<file path="src/rtl/dsm_dac_pkg.sv">
// Shared types and helpers for the multi-channel delta-sigma DAC.
// Provides the modulator order enum, integrator width offset and saturation.
package dsm_dac_pkg;

    typedef enum logic {
        ORD1 = 1'b0,
        ORD2 = 1'b1
    } order_e;

    // Integrators carry this many bits above the sample width.
    localparam int INT_OFS = 4;

    // Clamp v to +/-(2^(dw+2)-1), the integrator limit for sample width dw.
    function automatic logic signed [31:0] sat(
        input logic signed [31:0] v,
        input int                 dw
    );
        logic signed [31:0] lim;
        lim = (32'sd1 <<< (dw + INT_OFS - 2)) - 32'sd1;
        if (v > lim) return lim;
        if (v < -lim) return -lim;
        return v;
    endfunction

endpackage

</file>
<file path="src/rtl/dsm_mod_ch.sv">
// Single-channel 1st/2nd-order delta-sigma modulator with 1-bit output.
// Ports: clk, rst (sync, active high), en_ch (channel enable),
//        order2 (1 = 2nd order), clr_int (clear integrators),
//        x (signed input sample), dac_bit (registered modulator output).
module dsm_mod_ch
    import dsm_dac_pkg::*;
#(
    parameter int DATA_W = 16
) (
    input  logic                     clk,
    input  logic                     rst,
    input  logic                     en_ch,
    input  logic                     order2,
    input  logic                     clr_int,
    input  logic signed [DATA_W-1:0] x,
    output logic                     dac_bit
);

    localparam int IW = DATA_W + INT_OFS;
    localparam logic signed [31:0] HALF = 32'sd1 <<< (DATA_W - 1);

    logic signed [IW-1:0] i1;
    logic signed [IW-1:0] i2;
    logic signed [31:0]   fb;
    logic signed [31:0]   i1_nx;
    logic signed [31:0]   i2_nx;

    // Sums are formed at 32 bits so they cannot wrap before clamping.
    always_comb begin
        fb    = dac_bit ? HALF : -HALF;
        i1_nx = sat(32'(i1) + 32'(x) - fb, DATA_W);
        i2_nx = sat(32'(i2) + i1_nx - fb, DATA_W);
    end

    always_ff @(posedge clk) begin
        if (rst || !en_ch || clr_int) begin
            i1      <= '0;
            i2      <= '0;
            dac_bit <= 1'b0;
        end else begin
            i1 <= i1_nx[IW-1:0];
            if (order2) begin
                i2      <= i2_nx[IW-1:0];
                dac_bit <= (i2_nx >= 32'sd0);
            end else begin
                i2      <= '0;
                dac_bit <= (i1_nx >= 32'sd0);
            end
        end
    end

endmodule

</file>
<file path="src/rtl/dsm_dac_multich.sv">
// Multi-channel delta-sigma DAC: shared sample port, frame timer, per-channel
// pending/active sample registers, sticky underrun flags and modulators.
// Ports: clk, rst, en (timer run), ch_en, order2, s_valid/s_ready/s_ch/s_data
//        (sample write), frame_tick (sample request), dac_out, underrun,
//        clr_status (clear underrun flags).
module dsm_dac_multich
    import dsm_dac_pkg::*;
#(
    parameter  int NUM_CH = 2,
    parameter  int DATA_W = 16,
    parameter  int OSR    = 64,
    localparam int CH_W   = (NUM_CH > 1) ? $clog2(NUM_CH) : 1
) (
    input  logic                     clk,
    input  logic                     rst,
    input  logic                     en,
    input  logic [NUM_CH-1:0]        ch_en,
    input  logic                     order2,
    input  logic                     s_valid,
    output logic                     s_ready,
    input  logic [CH_W-1:0]          s_ch,
    input  logic signed [DATA_W-1:0] s_data,
    output logic                     frame_tick,
    output logic [NUM_CH-1:0]        dac_out,
    output logic [NUM_CH-1:0]        underrun,
    input  logic                     clr_status
);

    localparam int CNT_W = $clog2(OSR);

    logic [CNT_W-1:0] cnt;
    logic             tick;
    logic             wr;
    logic             ord_chg;
    order_e           ord;

    assign tick       = en && (cnt == CNT_W'(OSR - 1));
    assign frame_tick = tick;
    assign wr         = s_valid && s_ready;
    assign ord_chg    = tick && (order_e'(order2) != ord);

    always_ff @(posedge clk) begin
        if (rst) begin
            cnt     <= '0;
            s_ready <= 1'b0;
            ord     <= ORD1;
        end else begin
            s_ready <= 1'b1;
            if (en) cnt <= tick ? '0 : cnt + 1'b1;
            if (ord_chg) ord <= order_e'(order2);
        end
    end

    // Channel indices with no channel behind them match no byp, so such
    // writes are accepted and dropped.
    for (genvar c = 0; c < NUM_CH; c++) begin : g_ch
        logic                     byp;
        logic                     fresh_q;
        logic                     ur_q;
        logic signed [DATA_W-1:0] pend_q;
        logic signed [DATA_W-1:0] act_q;

        assign byp         = wr && (int'(s_ch) == c);
        assign underrun[c] = ur_q;

        always_ff @(posedge clk) begin
            if (rst) begin
                fresh_q <= 1'b0;
                ur_q    <= 1'b0;
                pend_q  <= '0;
                act_q   <= '0;
            end else begin
                if (byp) pend_q <= s_data;
                if (tick) begin
                    // A write landing on the tick bypasses pending.
                    if (byp) act_q <= s_data;
                    else if (fresh_q) act_q <= pend_q;
                    fresh_q <= 1'b0;
                end else if (byp) begin
                    fresh_q <= 1'b1;
                end
                if (tick && !byp && !fresh_q) ur_q <= 1'b1;
                else if (clr_status) ur_q <= 1'b0;
            end
        end

        dsm_mod_ch #(
            .DATA_W (DATA_W)
        ) u_mod (
            .clk     (clk),
            .rst     (rst),
            .en_ch   (ch_en[c]),
            .order2  (ord == ORD2),
            .clr_int (ord_chg),
            .x       (act_q),
            .dac_bit (dac_out[c])
        );
    end

endmodule

</file>
<file path="config.mk">
export PLATFORM = sky130hd
export DESIGN_NAME = dsm_dac_multich
export DESIGN_NICKNAME = d
export VERILOG_FILES = /design/src/rtl/dsm_dac_pkg.sv /design/src/rtl/dsm_mod_ch.sv /design/src/rtl/dsm_dac_multich.sv
export SDC_FILE = /design/constraint.sdc
export NUM_CORES = 1
export LEC_CHECK = 0
export ABC_AREA = 1
export BUFFER_PORTS_ARGS = -buffer_cell sky130_fd_sc_hd__buf_2
export CORE_MARGIN = 10
export CORE_UTILIZATION = 42
export CTS_CLUSTER_SIZE = 10
export DETAILED_ROUTE_END_ITERATION = 6
export SLEW_MARGIN = 20
export SYNTH_ARGS = -nofsm -noshare
export SYNTH_HDL_FRONTEND = slang
export SYNTH_HIERARCHICAL = 1
export SYNTH_SLANG_ARGS = --single-unit
</file>
<file path="constraint.sdc">
create_clock -name clk -period 6.99 [get_ports clk]
set_input_delay 1.0485 -clock clk [delete_from_list [all_inputs] [get_ports clk]]
set_output_delay 1.0485 -clock clk [all_outputs]
set_load 0.01 [all_outputs]
</file>
[Word level (Yosys, flattened, before mapping)]
Cells that the tools add are included.
Storage, ports and cells
  input port bits: 25
  bits in registers: 158
  bits in writable memories: 0
  output and inout port bits: 6
  ROM bits: 0
  latch bits: 0
  logic and storage cells: 111
  memories kept: 0
Operators by class
  equality and inequality tests: 2
  multiply operators: 0
  reduce and logical (&&, ||, !) cells: 28
  bitwise gates (word level): 2
  shift operators: 0
  div/mod/pow operators: 0
  order comparisons: 12
  $add $sub $neg: 9
  multiplexer cells: 41
Operators with widths (number)
  32-bit 2-to-1 mux: 18
  32-bit by 1-bit >= comparator with 1-bit output (second input constant): 4
  32-bit by 19-bit greater-than comparator with 1-bit output (second input constant): 4
  32-bit by 19-bit less-than comparator with 1-bit output (second input constant): 4
  32-bit subtractor: 4
  20-bit by 32-bit adder with 32-bit output: 2
  16-bit 2-to-1 mux: 4
  20-bit by 16-bit adder with 21-bit output: 2
  1-bit 2-to-1 mux: 18
  1-bit logical AND: 9
  2-bit nonzero test: 4
  6-bit by 1-bit adder with 6-bit output (second input constant): 1
  6-bit equality test (second input constant): 1
  1-bit logical NOT: 6
  6-bit 2-to-1 mux: 1
  2-bit OR reduction: 3
  1-bit logical OR: 4
  2-bit AND reduction: 2
  1-bit NOT: 2
  1-bit != test: 1

[Logic depth before layout (Yosys ltp)]
Gate-level depths: netlist of run 1.
  word-level depth: 16
  depth in mapped cells: 44
  depth with buffers taken out: 42

[By module]
Netlist of run 1, hierarchy kept.
Modules (own cells, without submodules)
  dsm_mod_ch (g_ch[1].u_mod): times used 1, area each 6741.5 um2, cells an instance 1118, seq. area each 820.8 um2
  dsm_mod_ch (g_ch[0].u_mod): times used 1, area each 6369.9 um2, cells an instance 1064, seq. area each 820.8 um2
  dsm_dac_multich: times used 1, area each 3090.5 um2, cells an instance 440, seq. area each 1521.5 um2

[Worst setup path after synthesis of run 1]
OpenSTA, ideal clock, no wires.
  kind: reg-to-reg
  start point: register g_ch[1].u_mod.dac_bit
  end point: register g_ch[1].u_mod.i2[7]
  buffers on the path: 2
  arrival time: 6.020 ns
  setup slack: 0.836 ns
  stages on the path, launching flop included: 36
  data required time: 6.856 ns
  setup time: 0.134 ns
  path through: dfxtp_1 > inv_1 > fa_1 > inv_1 > ha_1 > nand2_1 > inv_1 > nand2_1 > nand2_1 > a21oi_1 > nand4_2 > nand2_4 > inv_2 > nor2_1 > nand3b_1 > nand3_2 > buf_6 > a21oi_2 > fa_1 > inv_1 > ha_1 > nand2_1 > inv_1 > nand2_1 > nand2_1 > a21oi_1 > nor2_1 > nor2_1 > nand2_1 > nand2_1 > nand2_1 > nor2_1 > nand3_1 > o21ai_4 > buf_6 > a21oi_1
On the way
  longest elaborated chain between the ends: 14
  elaborated cells on any way between the ends: 20
RTL lines
  from (decl): line dsm_mod_ch.sv:16  | output logic dac_bit
  from (signal assigned): line dsm_mod_ch.sv:44  | dac_bit <= (i2_nx >= 32'sd0);
  from (signal assigned): line dsm_mod_ch.sv:47  | dac_bit <= (i1_nx >= 32'sd0);
  32-bit 2-to-1 mux *: line dsm_mod_ch.sv:30  | fb = dac_bit ? HALF : -HALF;
  32-bit subtractor *: line dsm_mod_ch.sv:31  | i1_nx = sat(32'(i1) + 32'(x) - fb, DATA_W);
  32-bit by 19-bit less-than comparator with 1-bit output: line dsm_dac_pkg.sv:21  | if (v < -lim) return -lim;
  1-bit 2-to-1 mux (2 in a row): line dsm_dac_pkg.sv:21
  32-bit 2-to-1 mux: line dsm_dac_pkg.sv:22  | return v;
  32-bit 2-to-1 mux *: line dsm_dac_pkg.sv:21
  net g_ch[1].u_mod.i1_nx[19]: line dsm_mod_ch.sv:25  | logic signed [31:0] i1_nx;
  20-bit by 32-bit adder with 32-bit output *: line dsm_mod_ch.sv:32  | i2_nx = sat(32'(i2) + i1_nx - fb, DATA_W);
  32-bit subtractor *: line dsm_mod_ch.sv:32
  32-bit by 19-bit less-than comparator with 1-bit output: line dsm_dac_pkg.sv:21
  1-bit 2-to-1 mux (2 in a row): line dsm_dac_pkg.sv:21
  32-bit 2-to-1 mux: line dsm_dac_pkg.sv:22
  32-bit 2-to-1 mux *: line dsm_dac_pkg.sv:21
  to (signal assigned): line dsm_mod_ch.sv:43  | i2 <= i2_nx[IW-1:0];
  to (decl): line dsm_mod_ch.sv:23  | logic signed [IW-1:0] i2;
The timed path passes the listed nets; every way through them passes the cells marked *. The select of a mux whose other input is x is not followed.
A chain may end at the register's enable or synchronous reset.

[Worst setup path in the final report of run 1]
  start point: register g_ch[0].u_mod.dac_bit
  end point: register g_ch[0].u_mod.i2[16]
On the way
  longest elaborated chain between the ends: 14
  elaborated cells on any way between the ends: 20
RTL lines (line)
  from (decl): dsm_mod_ch.sv:16
  from (signal assigned): dsm_mod_ch.sv:44
  from (signal assigned): dsm_mod_ch.sv:47
  32-bit 2-to-1 mux *: dsm_mod_ch.sv:30
  32-bit subtractor *: dsm_mod_ch.sv:31
  32-bit by 19-bit less-than comparator with 1-bit output: dsm_dac_pkg.sv:21
  1-bit 2-to-1 mux (2 in a row): dsm_dac_pkg.sv:21
  32-bit 2-to-1 mux: dsm_dac_pkg.sv:22
  32-bit 2-to-1 mux *: dsm_dac_pkg.sv:21
  net g_ch[0].u_mod.i1_nx[19]: dsm_mod_ch.sv:25
  20-bit by 32-bit adder with 32-bit output *: dsm_mod_ch.sv:32
  32-bit subtractor *: dsm_mod_ch.sv:32
  32-bit by 19-bit less-than comparator with 1-bit output: dsm_dac_pkg.sv:21
  1-bit 2-to-1 mux (2 in a row): dsm_dac_pkg.sv:21
  32-bit 2-to-1 mux: dsm_dac_pkg.sv:22
  32-bit 2-to-1 mux *: dsm_dac_pkg.sv:21
  to (signal assigned): dsm_mod_ch.sv:43
  to (decl): dsm_mod_ch.sv:23
Marked as above.

==> results of run 1 <==
layer usage:
layer	global-route usage, %	wire length (µm)
met5	0	0
met4	5.76	864
met3	2.09	1420
met2	28.7	18200
met1	23.3	20300
final cells by class:
cell class	count	area (µm²)	share of cell area [%]
Timing Repair Buffer	46	299	1.71
Multi-Input combinational cell	1830	10500	60.4
Sequential cell	158	3160	18.1
Inverter	588	2210	12.7
Clock inverter	14	165	0.947
Tap cell	511	639	3.66
Clock buffer	18	429	2.46
flip-flops by register name (all words and copies together) (netlist names):
name and cells:
g_ch.u_mod/i1 40, g_ch.u_mod/i2 40, g_ch.act_q 32, g_ch.pend_q 32, cnt 6, g_ch.fresh_q 2, g_ch.u_mod/dac_bit 2, g_ch.ur_q 2
ord 1, s_ready 1
worst paths after layout:
check | from | end | slack (ns) | cells after the start
worst max-delay path | g_ch[0].u_mod/dac_bit$_SDFF_PP0_ | g_ch[0].u_mod/i2[16]$_SDFF_PP0_ | 0.60 | 36
worst min-delay path | g_ch[1].ur_q$_SDFFE_PP0P_ | g_ch[1].ur_q$_SDFFE_PP0P_ | 0.47 | 2
worst max register to register | g_ch[0].u_mod/dac_bit$_SDFF_PP0_ | g_ch[0].u_mod/i2[16]$_SDFF_PP0_ | 0.60 | 36
worst min register to register | g_ch[1].ur_q$_SDFFE_PP0P_ | g_ch[1].ur_q$_SDFFE_PP0P_ | 0.47 | 2
critical path, delay by kind of cell, from the launching register on:
kind                     cells  cell delay [ns]
AO/OA/AOI/OAI                3             0.62
adder cells (fa/ha/maj)      4             1.67
buffers and inverters        5             0.46
flip-flops                   1             0.48
AND/OR/NAND/NOR             24             3.05
cell usage after synthesis (3+ instances only):
cell type,instances
fa_1,38
o21ai_0,51
nor2_2,13
nor2_1,265
buf_4,5
buf_6,13
xor2_1,37
o21bai_1,7
and2_1,3
o21ai_1,7
buf_1,3
nor4_1,3
ha_1,167
inv_1,575
a21oi_1,169
nand3b_1,9
xnor2_1,27
o21a_1,3
a21oi_2,32
nand2_4,5
buf_2,9
inv_2,9
nand2_1,774
dfxtp_1,158
nor3_1,18
nand3_2,8
nand3_1,91
a21o_1,6
nand4_1,28
clkbuf_1,16
nor2_4,7
nand2_2,29
nor3_2,3
cells by family after synthesis:
| logic type | after synthesis | synth area share [%] |
|---|---|---|
| compound gates | 287 | 10.3 |
| fa+ha+maj | 205 | 17.6 |
| xor+xnor | 66 | 3.66 |
| simple gates | 1271 | 33.3 |
| flops | 158 | 19.5 |
| buf+inv | 635 | 15.6 |
power by group through the flow:
stage               Sequential [µW]  Combinational (µW)  Clock [µW]
floorplan                       991                4410           0
global placement                989                5610           0
detailed placement              990                5610           0
CTS                             969                5650         976
global route                    974                6530        1010
finish                          969                5720         950
per-stage QoR:
stage	total power [µW]	instance area, µm²	setup WS (ns)	utilization (%)
finish	7640	17400	0.600	46.1
global route	8510	17400	0.0703	46.1
CTS	7590	17300	0.171	45.8
detailed placement	6600	16700	0.0226	44.2
global placement	6600	16700	0.300	44.2
floorplan	5400	16200	0.836	-
timing repair:
item                       CTS  global route
setup endpoints to repair    1            32
buffers inserted             0            10
resized for setup            1             3
cloned                       0             1
pin swaps                    0             5
==> run summary, run 1 <==
Worst Path Arrival: 6.75 ns
Ys Warns: 6
largest net degree at the start of global routing: 40
first-pass GRT wire length: 68700 µm
top-level port count: 31
commonest non-fill, non-tap cell in the layout: nand2_1
clock sinks: 158
# hold bufs at CTS: 0
Die Y: 216 µm
Fillers: 4037
crit path kind: flop to flop
Final Max Tran Viols: 0
Reg power frac: 12.7%
status: completed
pwr dens: 438 mW/mm²
syn_nets: 2852
Net Sw Power: 4280 µW
post-synthesis async set-or-reset flop share: 0%
die width: 216 µm
Critical Path Max Stage Delay: 0.53 ns
Leak Pwr: 0.00966 µW
Root Buffer: clkbuf_16
initial antenna violation count: 0
count of flip-flops with a built-in enable after synthesis: 0
final hold vios: 0
CTS HTree Levels: 4
TNS Setup: 0 ns
die area: 0.0468 mm²
register area share after synthesis: 19.5%
# rows: 71
worst slew pin tran: 0.893 ns
Slew headroom: 40.4%
Switching Fraction: 56.0%
vias in the first global route: 14490
setup violators final: 0
Worst Setup Start Kind: flop
share of cells above drive strength 1: 7.65%
Final period util: 91.4%
skew final: 0.0102 ns
clock power share: 12.4%
worst-path fanout max: 18
area leader, netlist: dfxtp_1
Pre-antenna DRT Iters: 5
Seq cells post-synth: 158
Comb power frac: 74.9%
slowest CP cell: fa_1
Hold Crit Class: flop to flop
RSZ-0062 raised after global routing: false
DR vias: 15017
worst skew pair latency: 0.44 ns
total routed wirelength: 40800 µm
drt via density: 4.74
Pint: 3360 µW
ys flop type: dfxtp_1
Placeable Area: 0.0378 mm²
GRT Residual Overflow: 0
starting density of the core: 42.8%
gr usage total: 17.5%
CTS buffer count: 17
Max Root-Sink Buffers: 2
port bufs: 30
GP Congestion: 0.988
Finished Layout Cells: 3165
DRC: 0
peak supply drop: 0.225 mV
Worst Setup End Kind: flop
Placed Cells: 3122
wire length per cell: 12.9 µm
WHS: 0.469 ns
Starting DRT DRC Count: 775
Tmin final: 6.39 ns
cell mode on critical path: nand2_1
Syn Std Cell Area: 0.0162 mm²
DRT antenna net count: 0
Layout Nets: 2871
synthesis-to-layout area growth: 7.69%
commonest non-fill, non-tap cells in the layout: nand2_1, inv_1, nor2_1, a21oi_1, ha_1
max cap viols: 0
synth top area cells: dfxtp_1, nand2_1, inv_1, ha_1, nor2_1
clock-pin slew on the worst setup and hold paths: 0.07 ns
Syn Area/Cell: 6.18 µm²
diode count: 0
post-DP HPWL: 33500 µm
CTS tree: built
Yosys cell types: 56
post-synthesis cell count: 2622
Fmax: 0.156 GHz
Synth top area share: 19.5%
Worst EP required: 7.35 ns
No activity file was read; power rests on OpenSTA's default activity.
==> run 2, diff against run 1 <==
ABC_AREA = 0   (was 1)
==> run 2 against run 1 <==
Global-route usage is 1.1 points lower. Clock skew is 0.019 ns higher. Core utilization is 2.5 points higher. Via count is 13% lower. Synthesized area is 8.1% lower. Wire length is 7.7% lower. Register-to-register slack worse by 0.36 ns. Worst hold slack better by 0.031 ns. Critical path type unchanged. Sequential share of layout area is 0.59 points higher. Die area is 7.4% lower. Design area is 3.0% lower. Largest cell class unchanged.
==> run summary, run 2 <==
Placeable Area: 0.0348 mm²
Yosys cell types: 98
DR vias: 13063
Synth top area share: 21.2%
Ys Warns: 6
synth top area cells: dfxtp_1, ha_1, inv_1, fa_1, a21oi_1
fin area: 0.0169 mm²
Fmax: 0.148 GHz
Syn Std Cell Area: 0.0149 mm²
first-pass GRT wire length: 61000 µm
area leader, netlist: dfxtp_1
cell mode on critical path: inv_1
Finished Layout Cells: 2377
Max Root-Sink Buffers: 2
commonest non-fill, non-tap cells in the layout: inv_1, nor2_1, dfxtp_1, ha_1, a21oi_1
setup violators final: 0
DRC: 0
CP top delay family: compound AO/OA/AOI/OAI gates
gr usage total: 16.3%
count of flip-flops with a built-in enable after synthesis: 0
top-count cell post-synth: inv_1
commonest non-fill, non-tap cell in the layout: inv_1
worst slew pin tran: 1.05 ns
ys flop type: dfxtp_1
crit path kind: flop to flop
CTS HTree Levels: 4
share of cells above drive strength 1: 16.3%
Worst Setup End Kind: flop
Placed Cells: 2321
register area share after synthesis: 21.2%
Die Y: 208 µm
Largest regs: g_ch.u_mod/i1 x40, g_ch.u_mod/i2 x40
synthesis-to-layout area growth: 13.7%
Hold Crit Class: flop to flop
Syn Area/Cell: 7.98 µm²
worst-path fanout max: 8
worst skew pair latency: 0.44 ns
die area: 0.0434 mm²
total routed wirelength: 37700 µm
syn_nets: 2095
synth cell count leaders: inv_1, nor2_1, ha_1
Root Buffer: clkbuf_16
initial antenna violation count: 0
starting density of the core: 42.8%
max cap viols: 0
Starting DRT DRC Count: 886
CTS buffer count: 17
Worst Path Arrival: 7.10 ns
largest net degree at the start of global routing: 47
diode count: 0
Area after DPL: 0.0156 mm²
status: completed
Final Max Tran Viols: 0
die width: 208 µm
Layout Nets: 2139
top-level port count: 31
Seq cells post-synth: 158
WHS: 0.500 ns
# hold bufs at CTS: 0
GRT Residual Overflow: 0
Worst Setup Start Kind: flop
drt via density: 5.50
CTS tree: built
wire length per cell: 15.9 µm
Tmin final: 6.75 ns
post-synthesis cell count: 1865
DRT antenna net count: 0
post-synthesis async set-or-reset flop share: 0%
slowest CP cell: or4b_4
# rows: 68
Worst Path Buf+Inv: 6
GP Congestion: 0.874
vias in the first global route: 12247
Slew headroom: 29.6%
r2r setup slk: 0.24 ns
Worst EP required: 7.34 ns
port bufs: 30
final hold vios: 0
Final period util: 96.6%
TNS Setup: 0 ns
clock-pin slew on the worst setup and hold paths: 0.09 ns
Critical Path Max Stage Delay: 0.54 ns
Pre-antenna DRT Iters: 5
skew final: 0.0289 ns
post-DP HPWL: 29200 µm
clock sinks: 158
## run 2: timing repair
item,in CTS,in global routing
pin swaps,1,35
hold endpoints to repair,0,0
gates resized for setup,3,114
setup buffers,1,18
endpoints found under the setup margin,16,36
cloned,0,4
## run 2: area by class of cell
class | instances | area, µm²
multi-input combinational | 1374 | 10800
sequential | 158 | 3170
clock inverter | 15 | 188
inverter | 254 | 953
timing repair buffer | 104 | 778
tap | 455 | 569
clock buffer | 17 | 425
fill | 3341 | 17900
## run 2: worst reg2reg max path: cells and delay by family, from the launching register on
kind	cells	cell delay (ns)
AND/OR/NAND/NOR	4	1.14
AO/OA/AOI/OAI	15	3.38
adder cells (fa/ha/maj)	4	1.12
flip-flops	1	0.34
buffers and inverters	6	0.68
## run 2: per-stage QoR
step | util, % | setup slack, ns
floorplan | - | 0.138
global placement | 44.9 | -0.0246
detailed placement | 44.9 | -0.0588
CTS | 46.7 | 0.0158
global route | 48.6 | -0.0745
finish | 48.6 | 0.239
## run 2: path summary, 6_finish.rpt
| path | to | depth (start not counted) | from |
|---|---|---|---|
| setup / recovery | g_ch[1].u_mod/i2[6]$_SDFF_PP0_ | 29 | g_ch[1].act_q[3]$_SDFFE_PP0P_ |
| hold / removal | g_ch[1].pend_q[3]$_SDFFE_PP0P_ | 2 | g_ch[1].pend_q[3]$_SDFFE_PP0P_ |
| setup reg to reg | g_ch[1].u_mod/i2[6]$_SDFF_PP0_ | 29 | g_ch[1].act_q[3]$_SDFFE_PP0P_ |
| hold reg to reg | g_ch[1].pend_q[3]$_SDFFE_PP0P_ | 2 | g_ch[1].pend_q[3]$_SDFFE_PP0P_ |
## run 2: logic make-up after synthesis
family | after synthesis | share of synthesized area (%)
AOI/OAI and AO/OA | 544 | 26.3
xor gates and xnor gates | 68 | 4.10
adders and majority gates | 205 | 19.1
buffers and inverters | 333 | 9.06
DFF | 158 | 21.2
muxes | 39 | 2.64
and+or+nand+nor | 518 | 17.5
## run 2: metal layers
layer	wire length [µm]	global-route usage (%)	up-vias
met5	0	0	-
met4	566	4.13	0
met3	1160	1.78	33
met2	17500	26.8	243
met1	18400	22.3	6109
li1	-	-	6678
Power of run 2 is not shown: default switching activity piles up to over one toggle a cycle in this logic, so the estimate is an artifact.
